## src/rtl/pipe_pkg.sv

```systemverilog
// -----------------------------------------------------------------------------
// pipe_pkg
//   Shared definitions for the elastic pipeline stage buffer.
//
//   NOP_INST : RISC-V canonical NOP (addi x0,x0,0), the default bubble value.
//   ptr_t    : storage pointer type, wide enough for the largest supported
//              DEPTH (4 entries -> 2 bits).
//   cnt_w()  : width of an occupancy counter able to hold 0..depth.
// -----------------------------------------------------------------------------
package pipe_pkg;

   localparam logic [31:0] NOP_INST  = 32'h00000013;
   localparam int          MAX_DEPTH = 4;
   localparam int          PTR_W     = 2;

   typedef logic [PTR_W-1:0] ptr_t;

   // Occupancy ranges over 0..depth inclusive, hence depth+1 states.
   function automatic int cnt_w(input int depth);
      return $clog2(depth + 1);
   endfunction

endpackage : pipe_pkg

```

## src/rtl/pipe_stage_stats.sv

```systemverilog
// -----------------------------------------------------------------------------
// pipe_stage_stats
//   Saturating event counters observing a pipe_stage_buf. Only instantiated
//   when PIPE_STAGE_BUF_STATS_EN is defined.
//
// Ports:
//   clk            in   clock
//   rst            in   synchronous active-high reset, clears both counters
//   flush          in   buffer flush request this cycle
//   stall          in   buffer hold request this cycle
//   count          in   buffer occupancy before this cycle's update
//   stat_flushed   out  total entries discarded by flushes (saturating)
//   stat_stall_cyc out  cycles spent stalled with data held (saturating)
// -----------------------------------------------------------------------------
module pipe_stage_stats #(
   parameter int CNT_W = 2
) (
   input  logic             clk,
   input  logic             rst,
   input  logic             flush,
   input  logic             stall,
   input  logic [CNT_W-1:0] count,
   output logic [15:0]      stat_flushed,
   output logic [15:0]      stat_stall_cyc
);

   localparam logic [15:0] SAT = 16'hFFFF;

   logic [15:0] flushed_reg, flushed_next;
   logic [15:0] stall_cyc_reg, stall_cyc_next;
   logic [16:0] flushed_sum;

   always_comb begin
      flushed_next   = flushed_reg;
      stall_cyc_next = stall_cyc_reg;
      // One spare bit catches the carry so the add can clamp instead of wrap.
      flushed_sum    = {1'b0, flushed_reg} + 17'(count);

      if (flush) begin
         flushed_next = flushed_sum[16] ? SAT : flushed_sum[15:0];
      end

      // A stall only costs throughput when something is actually held.
      if (stall && (count != '0) && (stall_cyc_reg != SAT)) begin
         stall_cyc_next = stall_cyc_reg + 16'd1;
      end
   end

   always_ff @(posedge clk) begin
      if (rst) begin
         flushed_reg   <= '0;
         stall_cyc_reg <= '0;
      end else begin
         flushed_reg   <= flushed_next;
         stall_cyc_reg <= stall_cyc_next;
      end
   end

   assign stat_flushed   = flushed_reg;
   assign stat_stall_cyc = stall_cyc_reg;

endmodule : pipe_stage_stats

```

## src/rtl/pipe_stage_buf.sv

```systemverilog
// -----------------------------------------------------------------------------
// pipe_stage_buf
//   DEPTH-entry elastic buffer placed between two CPU pipeline stages. Carries
//   one DATA_W-bit payload (control bits, pc, inst, operands concatenated).
//   DEPTH=1 behaves as a plain stage register at half throughput; DEPTH>=2
//   gives full throughput with no combinational ready path between stages.
//
// Parameters:
//   DATA_W  payload width (1..256)
//   DEPTH   storage entries (1..4)
//   BUBBLE  value shown on out_data while out_valid=0 (zero-extended or
//           truncated to DATA_W)
//
// Ports:
//   clk        in   clock
//   rst        in   synchronous active-high reset
//   in_valid   in   upstream offers in_data
//   in_ready   out  buffer has a free entry (registered state only)
//   in_data    in   payload
//   stall      in   hold: nothing leaves the buffer this cycle
//   flush      in   drop all held entries and any push this cycle
//   out_valid  out  head entry presented (count>0 && !stall)
//   out_ready  in   downstream accepts
//   out_data   out  head entry when out_valid, else BUBBLE
//   count      out  current occupancy
//
// Build option:
//   PIPE_STAGE_BUF_STATS_EN adds stat_flushed / stat_stall_cyc outputs fed by
//   pipe_stage_stats. Handshake behaviour is identical in both builds.
// -----------------------------------------------------------------------------
module pipe_stage_buf
   import pipe_pkg::*;
#(
   parameter int          DATA_W = 32,
   parameter int          DEPTH  = 2,
   parameter logic [31:0] BUBBLE = NOP_INST
) (
   input  logic                      clk,
   input  logic                      rst,
   input  logic                      in_valid,
   output logic                      in_ready,
   input  logic [DATA_W-1:0]         in_data,
   input  logic                      stall,
   input  logic                      flush,
   output logic                      out_valid,
   input  logic                      out_ready,
   output logic [DATA_W-1:0]         out_data,
   output logic [cnt_w(DEPTH)-1:0]   count
`ifdef PIPE_STAGE_BUF_STATS_EN
   ,
   output logic [15:0]               stat_flushed,
   output logic [15:0]               stat_stall_cyc
`endif
);

   localparam int                CNT_W    = cnt_w(DEPTH);
   localparam logic [DATA_W-1:0] BUBBLE_W = DATA_W'(BUBBLE);
   localparam logic [CNT_W-1:0]  DEPTH_C  = CNT_W'(DEPTH);
   localparam ptr_t              LAST_PTR = ptr_t'(DEPTH - 1);

   // Wrap explicitly at DEPTH rather than relying on pointer overflow, so
   // non-power-of-two depths (DEPTH=3: 2 -> 0) work.
   function automatic ptr_t ptr_adv(input ptr_t p);
      return (p == LAST_PTR) ? ptr_t'(0) : ptr_t'(p + ptr_t'(1));
   endfunction

   logic [CNT_W-1:0] count_reg, count_next;
   ptr_t             rd_ptr_reg, rd_ptr_next;
   ptr_t             wr_ptr_reg, wr_ptr_next;

   logic             push;
   logic             pop;
   logic             not_empty;
   logic [DATA_W-1:0] head_data;

   // Each entry contributes its data to the read OR-tree only when selected,
   // so the head mux never indexes with a pointer wider than the array.
   wire [DEPTH-1:0][DATA_W-1:0] head_terms;

   // ---------------------------------------------------------------------
   // Handshake: ready/valid come from registered occupancy only (plus the
   // stall gate on the output side), never from the opposite handshake.
   // ---------------------------------------------------------------------
   assign not_empty = (count_reg != '0);
   assign in_ready  = (count_reg < DEPTH_C);
   assign out_valid = not_empty && !stall;

   assign push = in_valid && in_ready && !flush;
   assign pop  = out_valid && out_ready;

   // ---------------------------------------------------------------------
   // Storage: small register file, one write port, combinational head read.
   // Contents are deliberately not reset; occupancy alone says what is live.
   // ---------------------------------------------------------------------
   for (genvar gi = 0; gi < DEPTH; gi++) begin : g_entry
      logic [DATA_W-1:0] data_reg;

      always_ff @(posedge clk) begin
         if (push && (wr_ptr_reg == ptr_t'(gi))) begin
            data_reg <= in_data;
         end
      end

      assign head_terms[gi] = (rd_ptr_reg == ptr_t'(gi)) ? data_reg : '0;
   end

   always_comb begin
      head_data = '0;
      for (int i = 0; i < DEPTH; i++) begin
         head_data = head_data | head_terms[i];
      end
   end

   assign out_data = out_valid ? head_data : BUBBLE_W;

   // ---------------------------------------------------------------------
   // Pointer / occupancy update. Flush wins over push, pop and stall.
   // ---------------------------------------------------------------------
   always_comb begin
      count_next  = count_reg;
      rd_ptr_next = rd_ptr_reg;
      wr_ptr_next = wr_ptr_reg;

      if (flush) begin
         count_next  = '0;
         rd_ptr_next = '0;
         wr_ptr_next = '0;
      end else begin
         if (push) begin
            wr_ptr_next = ptr_adv(wr_ptr_reg);
         end
         if (pop) begin
            rd_ptr_next = ptr_adv(rd_ptr_reg);
         end
         case ({push, pop})
            2'b10:   count_next = count_reg + 1'b1;
            2'b01:   count_next = count_reg - 1'b1;
            default: count_next = count_reg;
         endcase
      end
   end

   always_ff @(posedge clk) begin
      if (rst) begin
         count_reg  <= '0;
         rd_ptr_reg <= '0;
         wr_ptr_reg <= '0;
      end else begin
         count_reg  <= count_next;
         rd_ptr_reg <= rd_ptr_next;
         wr_ptr_reg <= wr_ptr_next;
      end
   end

   assign count = count_reg;

`ifdef PIPE_STAGE_BUF_STATS_EN
   pipe_stage_stats #(
      .CNT_W (CNT_W)
   ) u_stats (
      .clk            (clk),
      .rst            (rst),
      .flush          (flush),
      .stall          (stall),
      .count          (count_reg),
      .stat_flushed   (stat_flushed),
      .stat_stall_cyc (stat_stall_cyc)
   );
`endif

endmodule : pipe_stage_buf
```

## config.mk

```make
export PLATFORM = sky130hd
export DESIGN_NAME = pipe_stage_buf
export DESIGN_NICKNAME = d
export VERILOG_FILES = /design/src/rtl/pipe_pkg.sv /design/src/rtl/pipe_stage_stats.sv /design/src/rtl/pipe_stage_buf.sv
export SDC_FILE = /design/constraint.sdc
export NUM_CORES = 1
export LEC_CHECK = 0
export CAP_MARGIN = 15
export CORE_MARGIN = 5
export CORE_UTILIZATION = 37
export CTS_CLUSTER_SIZE = 25
export DETAILED_ROUTE_END_ITERATION = 10
export GPL_TIMING_DRIVEN = 0
export PLACE_DENSITY = 0.74
export SLEW_MARGIN = 20
export SYNTH_ARGS = -nofsm -noshare
export SYNTH_HDL_FRONTEND = slang
export SYNTH_SLANG_ARGS = --single-unit
```

## constraint.sdc

```tcl
create_clock -name clk -period 9.3 [get_ports clk]
set_clock_uncertainty 0.05 [all_clocks]
set_input_delay 1.395 -clock clk [delete_from_list [all_inputs] [get_ports clk]]
set_output_delay 1.395 -clock clk [all_outputs]
set_load 0.01 [all_outputs]
```

### Yosys cells after proc, flatten, opt, wreduce, memory -nomap -nowiden

Cells that the tools add are included.

* bitwise logic cells: 1
* equality and inequality tests: 4
* multiplexer cells: 6
* reduce and logical (&&, ||, !) cells: 13
* $mul: 0
* div/mod/pow operators: 0
* magnitude comparators: 1
* shift operators: 0
* $add $sub $neg: 4

Operator list (number)
* $mux W32: 3
* $or A32 B32 Y32: 1
* $add A2 B1 Y2 const B: 3
* $eq A2 B1 Y1 const B: 3
* $logic_and A1 B1 Y1: 6
* $logic_not A2 Y1: 2
* $mux W2: 2
* $pmux W2 S2: 1
* $reduce_bool A2 Y1: 2
* $eq A2 B2 Y1 const B: 1
* $logic_not A1 Y1: 2
* $lt A2 B2 Y1 const B: 1
* $reduce_or A2 Y1: 1
* $sub A2 B1 Y2 const B: 1

* bits in registers: 70
* output and inout bits: 36
* memory bits (read-only): 0
* memories: 0
* input port bits: 38
* latch bits: 0
* word-level logic and storage cells: 34
* bits in writable memories: 0

### Depth between registers and ports, before layout

Gate-level depths: netlist of the first run.

* depth in word-level cells: 5
* gate-level depth with buffers: 6

### Worst setup path after synthesis of the first run

No wires, ideal clock.

* path type: in2reg
* from: input port flush
* to: register g_entry[1].data_reg[0], enable pin
* arrival time: 4.281 ns
* setup time: 0.468 ns
* setup slack: 4.501 ns
* required time: 8.782 ns
* cell stages on the path: 3
* buffers on the path: 1
* cells stage by stage: or3b_1 buf_6 nor3b_1

* longest elaborated chain between the ends: 3

RTL lines
* start: declaration: RTL line pipe_stage_buf.sv:44 `input logic flush,`
* $logic_not A1 Y1: RTL line pipe_stage_buf.sv:88 `assign push = in_valid && in_ready && !flush;`
* $logic_and A1 B1 Y1: RTL line pipe_stage_buf.sv:88
* $logic_and A1 B1 Y1: RTL line pipe_stage_buf.sv:99 `if (push && (wr_ptr_reg == ptr_t'(gi))) begin`
* end signal: assignment: RTL line pipe_stage_buf.sv:100 `data_reg <= in_data;`
* end: declaration: RTL line pipe_stage_buf.sv:96 `logic [DATA_W-1:0] data_reg;`

No other way between the ends.
A chain may end at the register's enable or synchronous reset.

### Worst setup path in the final report of the first run

* from: input port stall
* to: output port out_data[5]

* longest elaborated chain between the ends: 3

RTL lines
* start: declaration: RTL line pipe_stage_buf.sv:43 `input logic stall,`
* $logic_not A1 Y1: RTL line pipe_stage_buf.sv:86 `assign out_valid = not_empty && !stall;`
* $logic_and A1 B1 Y1: RTL line pipe_stage_buf.sv:86
* $mux W32: RTL line pipe_stage_buf.sv:114 `assign out_data = out_valid ? head_data : BUBBLE_W;`
* end: declaration: RTL line pipe_stage_buf.sv:47 `output logic [DATA_W-1:0] out_data,`

No other way between the ends.

==> summary by stage, run 1 <==
Yosys
By count the netlist is led by 64 x sky130_fd_sc_hd__edfxtp_1, 32 x sky130_fd_sc_hd__mux2i_1, 30 x sky130_fd_sc_hd__nor2_1. A synthesized cell averages 16.24 um^2. The synthesized-area fraction occupied by ao, oa, aoi and oai cells is 0.01938. Synthesis inferred 70 register bits. For this run, the register share of the synthesized area comes to 0.7531. The dominant combinational cell family by area after synthesis is multiplexers.

Of the total synthesized cell area, the portion taken by AND, OR, NAND and NOR gates is 0.06922. In this run the cell area of the synthesized design comes to 0.002711 mm^2. The net count after synthesis is 206. The fraction of registers with async set or reset after synthesis is 0. In the synthesized netlist the dominant register cell turns out to be sky130_fd_sc_hd__edfxtp_1. Of the post-synthesis cell area, the part taken by muxes is 0.1181. Of the total synthesized cell area, the portion taken by full adders, half adders and majority gates is 0.004615. The cell count after synthesis is 167.

By area the synthesized netlist is led by sky130_fd_sc_hd__edfxtp_1 71%, sky130_fd_sc_hd__mux2i_1 12%, sky130_fd_sc_hd__dfxtp_1 4.4%. The fraction of synthesized cell area in xor and xnor cells is 0.01246. The synthesized design contains 64 enable-type register cells. By instance count, the leading cell after synthesis is sky130_fd_sc_hd__edfxtp_1. The cell type with the largest total area after synthesis is sky130_fd_sc_hd__edfxtp_1. The count of distinct cell types in the synthesized netlist is 26. The number of warnings printed during yosys synthesis is 0.

The share of synthesized area in the top cell type comes to 0.7088.

Timing
The post-route setup TNS is 0 ns. Derived from the worst setup path, the maximum achievable clock frequency is 212.4 MHz. In the finished design, the share of the clock period the worst path needs comes to 0.5062. The total setup violations reported at the end of the flow is 0. Setup repair after global routing left no endpoint under its margin. The worst slew margin relative to its limit is 0.4601. At the pin with the least slew margin, the transition time is 0.8063 ns. The count of final hold-check violations is 0.

The number of max-slew violations in the final report came to 0. The hold slack is 0.4426 ns. The worst path in the final design needs a cycle of 4.707 ns, including I/O delays and setup. Setup slack closes at 4.593 ns.

Placement
Timing analysis after detailed placement gives a worst setup slack of 4.577 ns. The placed instances occupy a cell area of 0.003636 mm^2. The number of buffers added on ports is 73.

The congestion estimate from routability-driven global placement came to 0.6545. The wire-length estimate of the detail-placed layout is 3789 um.

Route
The average vias per placed instance is 4.497. The number of nets still failing antenna checks after routing is 0. The sum of routed wire length over all layers is 5329 um. The number of search-and-repair iterations in the first detailed-routing pass is 4. The final routed wire length divided by cell count is 14.72 um. The number of DRC violations after detailed routing is 0.

The detailed router finished its first iteration with 61 violations. Across all layers, the routed design uses 1628 vias.

Worst setup path
The category of the most critical setup path is in2out. Along the worst path, the maximum fanout reaches 10. The worst setup path is captured at a primary output. STA puts the critical path data required time at 7.86 ns. The type of origin of the critical path is a primary input. STA puts the critical path data arrival time at 3.26 ns.

GRT
In this run the most used layer during global routing was met2. The number of antenna violations at the first check in global routing is 0. The first global-routing pass estimated 8549 um of wire. Entering global routing, the biggest net connects 13 pins. For met1 alone, demand over resource in global routing was 0.1453. In the global route stage, overall resource usage came out at 0.1292. The met3 usage is 0.05919. The number of global-route vias before repair came to 1723. For met2 alone, demand over resource in global routing was 0.2113. The global-route congestion overflow total is 0.

Final layout
Of the cells placed in the final design, the portion with a size suffix greater than 1 is 0.1331. The post-route core utilization is 0.5365. The net count of the finished layout is 297. The synthesis-to-layout area growth is 41.99%. The register with the most flip-flops in the layout has 64 of them. The antenna cell count is 0. Counting the fill cells in the layout gives 617. The finished cells cover 0.003850 mm^2.

Power
The maximum ir drop on the vdd rail is 100.5 uV. Power spread over the standard cell area amounts to 171.6 mW/mm^2. For this design the static power due to leakage is 0.001253 uW.

Floorplan
Measured along the y axis, the die boundary spans 95.61 um. The floorplan step defined a core boundary enclosing 0.007176 mm^2. The floorplan has 31 rows. The floorplan step set the die width to 95.61 um. During I/O placement, the number of pins put on the boundary was 74. The full die area is 0.009140 mm^2.

For this configuration, the core starts out at a cell density of 0.3779.

Hold path
The worst hold path belongs to the class reg2reg.

CTS
The clock insertion delay at the later pin of the skew report is 0.34 ns. After clock tree synthesis, the repair step resized 0 gates. The total CTS buffers is 9.

The library cell used as clock root buffer is sky130_fd_sc_hd__clkbuf_8. The maximum clock path buffer count is 2. Hold repair after CTS inserted 0 buffers.

The number of levels in the clock H-tree is 3. Clock tree synthesis found a total of 70 sinks. The clock tree from TritonCTS is built. The clock-pin transition on the worst setup and hold timing paths is 0.08 ns.

The number of setup buffers added after CTS is 0.

Run status
The run finished with clean final reports.

Job
The tool flagged a number of max-cap violations equal to 0.
## placed cells by master (no fill, tap or decap), drive strengths merged, types with 2 or more instances in the layout
master         count
nor3               3
nor2              30
nand2              3
bufinv             2
mux2i             32
o21ai              5
edfxtp            64
a21oi              2
clkbuf            10
xor2               2
clkdlybuf4s50     73
clkinv             3
buf               15
inv                2
dfxtp              6
## final timing paths
path                               startpoint                       to  slack [ns]  cells past startpoint
worst max-delay path                    stall              out_data[5]        4.59                      7
worst min-delay path            wr_ptr_reg[1]            wr_ptr_reg[1]        0.44                      2
worst max register to register       count[1]  g_entry[1].data_reg[29]        6.95                      5
worst min register to register  wr_ptr_reg[1]            wr_ptr_reg[1]        0.44                      2
## per-stage QoR
step	std cells	power (uW)
final	362	660.7
after global routing	362	688.9
after CTS	362	670.1
after detailed placement	346	404.3
after global placement	339	401.7
after floorplan	167	375.8
## cells by family after synthesis
family | count (synthesis)
compound gates | 9
xor+xnor | 3
fa+ha+maj | 1
buf+inv | 10
flops | 70
mux | 32
simple gates | 42
## layer usage
metal / share of wire / up-vias / wire (um)
met2: 0.52 / 44 / 2795
li1: - / 796 / -
met1: 0.39 / 778 / 2083
met4: 0.015 / 0 / 82
met5: 0 / - / 0
met3: 0.069 / 10 / 367
## area by class of cell
cell class              count  area (um^2)  area share
flip-flops and latches     70         2042      0.5304
repair buffers             80        790.8      0.2054
multi-input cells          87        616.8      0.1602
clock buffers              10        127.6     0.03315
well taps                  99        123.9     0.03217
clock inverters             6        86.33     0.02242
plain buffers               8        55.05     0.01430
inverters                   2        7.507    0.001950
## power by group
group          internal (uW)  switching [uW]
combinational           25.3            16.9
sequential               352            2.23
clock                    151             113
## worst max-delay path: stages
cell                              delay [ns]
sky130_fd_sc_hd__clkdlybuf4s50_1        0.40
sky130_fd_sc_hd__o21ba_2                0.32
sky130_fd_sc_hd__nand2b_1               0.08
sky130_fd_sc_hd__buf_2                  0.19
sky130_fd_sc_hd__buf_6                  0.16
sky130_fd_sc_hd__nor2_1                 0.14
sky130_fd_sc_hd__clkdlybuf4s50_1        0.57
Note: power is estimated with default switching activity, not from simulation.
==> inputs of run 2 (changes only) <==
Settings changed: PLACE_DENSITY 0.74 to 0.77.
Clock period 9.3 ns to 4.1 ns, I/O delays scaled along.
==> run 2 against run 1 <==
  * Design area up 0.84%
  * Wire length down 3.6%
  * Utilization up 0.45 points
  * Combinational power up 130%
  * Register-to-register slack worse by 5.1 ns
  * Largest power group unchanged
  * Highest routed layer unchanged
==> summary by stage, run 2 (synthesized netlist as in run 1, its figures left out) <==
Timing
The worst slew margin relative to its limit is 0.4793 (+0.01918). The number of max-slew violations in the final report is 0 (unchanged). The measured slew at the worst slew-check pin is 0.7768 ns (-0.02948 ns). The share of the cycle needed by the critical path after routing is 0.7583. The count of final hold-check violations came to 0 (unchanged). The shortest clock period the worst path allows after layout is 3.109 ns. The total setup violations reported at the end of the flow came to 0 (unchanged). The post-route setup TNS is 0 ns (unchanged). For this run, the top clock speed supported by timing is 321.7 MHz. Setup repair after global routing left no endpoint under its margin.

Final layout
Leaving out fill and tap cells, the most frequent cells in the layout are 73 x sky130_fd_sc_hd__clkdlybuf4s50_1, 64 x sky130_fd_sc_hd__edfxtp_1, 32 x sky130_fd_sc_hd__mux2i_1. The fill cell total of the finished layout is 586 (-5.0%). The final layout net count is 296 (-0.34%). The filler-free cell count of the finished design is 361 (-0.28%). Leaving out fill and tap cells, the most frequent cell in the layout is sky130_fd_sc_hd__clkdlybuf4s50_1. The area growth from synthesis to layout is 43.19%.

The number of flip-flops in the largest register is 64 (unchanged). The post-route core utilization is 0.5411 (+0.004534). The final cell area excluding filler cells came to 0.003882 mm^2 (+0.84%). The antenna cell count was 0 (unchanged).

The fraction of final layout cells with drive strength greater than 1 is 0.1336 (+0.0005079).

GRT
The met3 usage is 0.04736 (-0.01184). The first-pass GRT wire length is 8017 um (-6.2%). The pin count of the biggest net entering global routing is 13 (unchanged). The met1 demand-to-capacity share in global routing is 0.1357 (-0.009620). The met2 routing resource usage after global routing is 0.1986 (-0.01274). The number of global-route vias before repair is 1661 (-3.6%). The total global-route track usage came to 0.1192 (-0.01004).

The global-route congestion overflow total was 0 (unchanged). The number of antenna violations at the first check in global routing is 0 (unchanged). The most crowded layer after global routing is met2.

Power
The leakage power total is 0.001262 uW (+0.67%). The maximum ir drop on the vdd rail came to 200.7 uV (+100%). The post-route total power is 1533 uW (+130%). The power density over the cells is 394.9 mW/mm^2 (+130%).

Placement
The count of placed standard cells including taps came to 345 (-0.29%). The final weighted congestion in routability-driven placement is 0.6344 (-3.1%). The placement-stage cell area is 0.003636 mm^2 (unchanged).

The placed wire-length estimate is 3747 um (-1.1%). The number of buffers added on ports came to 73 (unchanged).

Route
The number of search-and-repair iterations in the first detailed-routing pass is 4 (unchanged). The number of DRC markers after the initial detailed-route iteration is 39 (-36%). The sum of routed wire length over all layers is 5135 um (-3.6%).

The vias after detailed routing is 1592 (-2.2%). The number of nets still failing antenna checks after routing is 0 (unchanged). The average vias per placed instance is 4.410 (-1.9%).

The number of DRC violations after detailed routing is 0 (unchanged). The final routed wire length divided by cell count came to 14.22 um (-3.4%).

Worst setup path
The type of origin of the critical path is a primary input. The slowest stage of the critical path is the sky130_fd_sc_hd__clkdlybuf4s50_1 cell. The count of buffering cells on the critical path with inverters included is 4 (unchanged). STA classifies the critical path endpoint as a primary output. On the critical path the largest part of the delay comes from buffers and inverters. The critical path goes through clkdlybuf4s50_1 -> o21ba_2 -> nand2b_1 -> buf_2 -> buf_6 -> nor2_1 -> clkdlybuf4s50_1. The required arrival time at the worst endpoint is 3.43 ns (-4.43 ns). The most used cell along the critical path is sky130_fd_sc_hd__clkdlybuf4s50_1. The largest driver fanout on the critical path is 10 (unchanged). The worst stage delay on the critical path is 0.55 ns (-0.02 ns).

The data arrival at the endpoint of the critical path came to 2.44 ns (-0.82 ns). The category of the most critical setup path is in2out.

Floorplan
The placeable core region was 0.007176 mm^2 (unchanged). The die outline height came to 95.61 um (unchanged). The I/O pin count is 74 (unchanged). The full die area is 0.009140 mm^2 (unchanged). The effective utilization at floorplan is 0.3779 (unchanged). The chip width is 95.61 um (unchanged). The number of placement rows is 31 (unchanged).

CTS
The clock insertion delay at the later pin of the skew report came to 0.33 ns (about the same). The number of levels in the clock H-tree is 3 (unchanged). The maximum clock path buffer count was 2 (unchanged). TritonCTS built the clock tree.

The setup fix buffers added after clock tree synthesis is 0 (unchanged). The number of clock sinks seen by CTS is 70 (unchanged). The post-cts gate resize count is 0 (unchanged). The total CTS buffers is 9 (unchanged).

The clock-pin transition on the worst setup and hold timing paths is 0.08 ns (about the same). The number of hold buffers added after cts is 0 (unchanged). The tree is rooted in a sky130_fd_sc_hd__clkbuf_8.

Job
The number of max-capacitance violations reported was 0 (unchanged).

Run status
The flow ran to the end, and the final reports show no timing, DRC or antenna violations.

Hold path
The worst min-delay path category is reg2reg.
[run 2: cell types whose count changed in the layout (fill, tap and decap cells not counted), moves of 2 or more]
cell,change
sky130_fd_sc_hd__clkinv_2,-2
sky130_fd_sc_hd__clkbuf_16,+2
sky130_fd_sc_hd__clkbuf_8,+2
sky130_fd_sc_hd__buf_4,-3
sky130_fd_sc_hd__buf_6,+2
[run 2: final timing paths]
kind	startpoint	end	slack (ns)	cells after the start
max	stall	out_data[5]	0.99	7
min	wr_ptr_reg[1]	wr_ptr_reg[1]	0.44	2
max reg2reg	count[1]	g_entry[1].data_reg[23]	1.81	5
min reg2reg	wr_ptr_reg[1]	wr_ptr_reg[1]	0.44	2
[run 2: cell type report]
| type | count | area [um^2] | area share |
|---|---|---|---|
| Buffer | 8 | 55.05 | 0.01418 |
| Clock buffer | 13 | 201.4 | 0.05189 |
| Clock inverter | 3 | 45.04 | 0.01160 |
| Inverter | 2 | 7.507 | 0.001934 |
| Multi-Input combinational cell | 87 | 616.8 | 0.1589 |
| Sequential cell | 70 | 2042 | 0.5259 |
| Tap cell | 99 | 123.9 | 0.03190 |
| Timing Repair Buffer | 79 | 790.8 | 0.2037 |
[run 2: power breakdown]
| group | total (uW) | internal, uW | switching [uW] | leakage, uW |
|---|---|---|---|---|
| Combinational | 95.1 | 57.1 | 38.0 | 0.000507 |
| Sequential | 804 | 799 | 5.09 | 0.000636 |
| Clock | 634 | 388 | 245 | 0.000118 |
| Total | 1530 | 1240 | 289 | 0.00126 |
[run 2: tightest hold or removal path, stage by stage, from the launching register on]
cell	delay [ns]
sky130_fd_sc_hd__dfxtp_1	0.35
sky130_fd_sc_hd__nand2_1	0.07
sky130_fd_sc_hd__a21oi_1	0.04
[run 2: per-layer routing]
metal / up-vias / part of all wire
met1: 743 / 0.40
met3: 8 / 0.080
met5: - / 0
li1: 794 / -
met4: 0 / 0.013
met2: 47 / 0.50
[run 2: through the flow]
step,setup WS (ns),hold slack [ns]
after global placement,-1.742,0.3846
final,0.9911,0.4368
after CTS,0.9629,0.4364
after global routing,0.8814,0.4503
after floorplan,0.08148,0.3758
after detailed placement,0.9861,0.4249
==> inputs of run 3 (changes only) <==
Settings changed: PLACE_DENSITY 0.77 to 0.74.
Clock period 4.1 ns to 2.9 ns, I/O delays scaled along.
==> run 3 against run 2 <==
  * Register-to-register slack lost 0.82 ns
  * Setup slack worse by 0.79 ns
  * Clock power is 13% higher
  * Utilization shrank 0.71 points
  * Die area stayed put
  * Global-route usage down 0.34 points
  * Largest cell class unchanged
  * Highest routed layer unchanged
==> summary by stage, run 3 (synthesized netlist as in run 1, its figures left out) <==
Route
The final routed wire length divided by cell count is 14.15 um (-0.54%). The number of search-and-repair iterations in the first detailed-routing pass is 4 (unchanged). The sum of routed wire length over all layers is 5065 um (-1.4%).

The vias after detailed routing is 1631 (+2.4%). The number of DRC markers after the initial detailed-route iteration is 39 (unchanged). The number of DRC violations after detailed routing is 0 (unchanged). The average vias per placed instance came to 4.556 (+3.3%). The number of nets still failing antenna checks after routing was 0 (unchanged).

Power
The leakage power total was 0.001260 uW (-0.16%). The relative contribution of the clock network to total power is 0.361 (-0.052). The sequential share of power came to 0.571 (+0.046). The maximum ir drop on the vdd rail came to 288.8 uV (+44%). The cell internal power dissipation is 1598 uW (+28%). The part of the total power dissipated in combinational logic is 0.068 (+0.006).

The power density over the cells is 519.8 mW/mm^2 (+32%). The switching power summed over all nets came to 393.2 uW (+36%). The post-route total power is 1992 uW (+30%).

The net switching fraction of the power was 0.1974 (+0.009212).

Timing
Counting I/O delays and the setup requirement, the final critical path takes 2.703 ns. The number of max-slew violations in the final report was 0 (unchanged). Based on the critical path, the design can be clocked at up to 369.9 MHz. The count of final hold-check violations is 0 (unchanged).

The share of the cycle needed by the critical path after routing is 0.9321. The measured slew at the worst slew-check pin is 0.4056 ns (-0.3712 ns). The worst slew margin relative to its limit is 0.7293 (+0.2500). The smallest setup slack after layout is 0.1968 ns (-0.7942 ns).

The total setup violations reported at the end of the flow is 0 (unchanged). Setup repair after global routing left no endpoint under its margin.

CTS
The clock-pin transition on the worst setup and hold timing paths is 0.07 ns (about the same). The clock insertion delay at the later pin of the skew report is 0.32 ns (about the same). The setup fix buffers added after clock tree synthesis came to 0 (unchanged).

The clock tree from TritonCTS is built. The maximum clock path buffer count is 2 (unchanged). The number of levels in the clock H-tree is 3 (unchanged). The total CTS buffers came to 9 (unchanged). The number of clock sinks seen by CTS is 70 (unchanged). Clock tree synthesis selected as its root buffer the cell sky130_fd_sc_hd__clkbuf_8.

GRT
The total global-route track usage is 0.1157 (-0.003449). The first-pass GRT wire length is 7748 um (-3.4%). The number of global-route vias before repair was 1661 (unchanged).

The number of antenna violations at the first check in global routing is 0 (unchanged). The pin count of the biggest net entering global routing is 17 (+4). The global-route congestion overflow total was 0 (unchanged).

Final layout
The antenna cell count is 0 (unchanged). The most common cell after layout, fill and taps aside is sky130_fd_sc_hd__clkdlybuf4s50_1. The final layout net count is 294 (-0.68%). The filler-free cell count of the finished design came to 358 (-0.83%). The fill cell total of the finished layout is 601 (+2.6%). The area of combinational cells with multiple inputs is 635.6 um^2 (+3.0%). The synthesis-to-layout area growth is 41.30%. The post-route core utilization came to 0.5339 (-0.007149). The footprint of the flip-flops and latches was 0.002042 mm^2 (unchanged). The fraction of final layout cells with drive strength greater than 1 is 0.1158 (-0.01776). In the layout the commonest cells are 71 x sky130_fd_sc_hd__clkdlybuf4s50_1, 64 x sky130_fd_sc_hd__edfxtp_1, 32 x sky130_fd_sc_hd__mux2i_1. The final cell area excluding filler cells is 0.003831 mm^2 (-1.3%).

The number of flip-flops in the largest register came to 64 (unchanged).

Worst setup path
The library cell contributing the largest single delay on the critical path is sky130_fd_sc_hd__clkdlybuf4s50_1. The signal on the critical path passes through clkdlybuf4s50_1 -> o21ba_4 -> nand2b_1 -> buf_2 -> buf_6 -> nor2_1 -> clkdlybuf4s50_1. The worst stage delay on the critical path is 0.55 ns (about the same). The data arrival at the endpoint of the critical path is 2.22 ns (-0.22 ns). The cell that appears most often on the critical path is sky130_fd_sc_hd__clkdlybuf4s50_1.

The count of buffering cells on the critical path with inverters included is 4 (unchanged). The worst setup path is captured at a primary output. The cell family contributing the most delay on the critical path is buffers and inverters.

The critical path is of the in2out type. The required arrival time at the worst endpoint is 2.41 ns (-1.02 ns). The type of origin of the critical path is a primary input. The largest driver fanout on the critical path is 10 (unchanged).

Hold path
The path class of the tightest hold or removal check is reg2reg.

Floorplan
The placeable core region is 0.007176 mm^2 (unchanged). The number of placement rows is 31 (unchanged). The die outline height is 95.61 um (unchanged). The chip width is 95.61 um (unchanged).

The effective utilization at floorplan came to 0.3779 (unchanged). The I/O pin count is 74 (unchanged). The full die area is 0.009140 mm^2 (unchanged).

Job
The number of max-capacitance violations reported is 0 (unchanged).

Placement
The placed wire-length estimate is 3658 um (-2.4%). The number of buffers added on ports came to 73 (unchanged). The placement-stage cell area is 0.003641 mm^2 (+0.14%).

The count of placed standard cells including taps is 343 (-0.58%). The worst setup timing slack at the placement stage is 0.1124 ns (-0.8737 ns). The final weighted congestion in routability-driven placement is 0.6348 (about the same).

Run status
The run finished with clean final reports.
[run 3: final cells by class]
| cell class | instances | area share |
|---|---|---|
| Timing Repair Buffer | 77 | 0.2057 |
| Clock inverter | 5 | 0.01339 |
| Buffer | 8 | 0.01437 |
| Multi-Input combinational cell | 87 | 0.1659 |
| Tap cell | 99 | 0.03233 |
| Clock buffer | 10 | 0.03331 |
| Inverter | 2 | 0.001960 |
| Sequential cell | 70 | 0.5330 |
[run 3: worst reg2reg max path, delay by kind of cell, from the launching register on]
family	cells	cell delay (ns)
buffers and inverters	2	0.40
DFF	1	0.36
and+or+nand+nor	2	0.79
[run 3: timing repair]
item	CTS	global route
hold buffers	0	0
endpoints found under the setup margin	0	4
gates resized for setup	0	3
[run 3: worst paths after layout]
kind	slack [ns]	from	depth (start not counted)	to
worst max-delay path	0.20	stall	7	out_data[14]
worst min-delay path	0.44	rd_ptr_reg[1]	2	rd_ptr_reg[1]
worst max register to register	0.99	count[1]	4	g_entry[1].data_reg[24]
worst min register to register	0.44	rd_ptr_reg[1]	2	rd_ptr_reg[1]
[run 3: power groups by stage]
stage / logic [uW] / registers, uW / clock network [uW]
floorplan: 45.2 / 1160 / 0
global placement: 127 / 1160 / 0
detailed placement: 138 / 1160 / 0
CTS: 138 / 1140 / 742
global route: 147 / 1140 / 781
finish: 136 / 1140 / 718
[run 3: routing by layer]
layer | GRT usage | wire, um
met1 | 0.1272 | 1980
met2 | 0.1980 | 2677
met3 | 0.04025 | 325
met4 | 0.05687 | 82
met5 | 0 | 0
[run 3: through the flow]
stage                     hold slack, ns  TNS [ns]
after detailed placement          0.4308         0
final                             0.4428         0
after global routing              0.4707         0
after CTS                         0.4487         0
after global placement            0.4101    -64.49
after floorplan                   0.3865         0
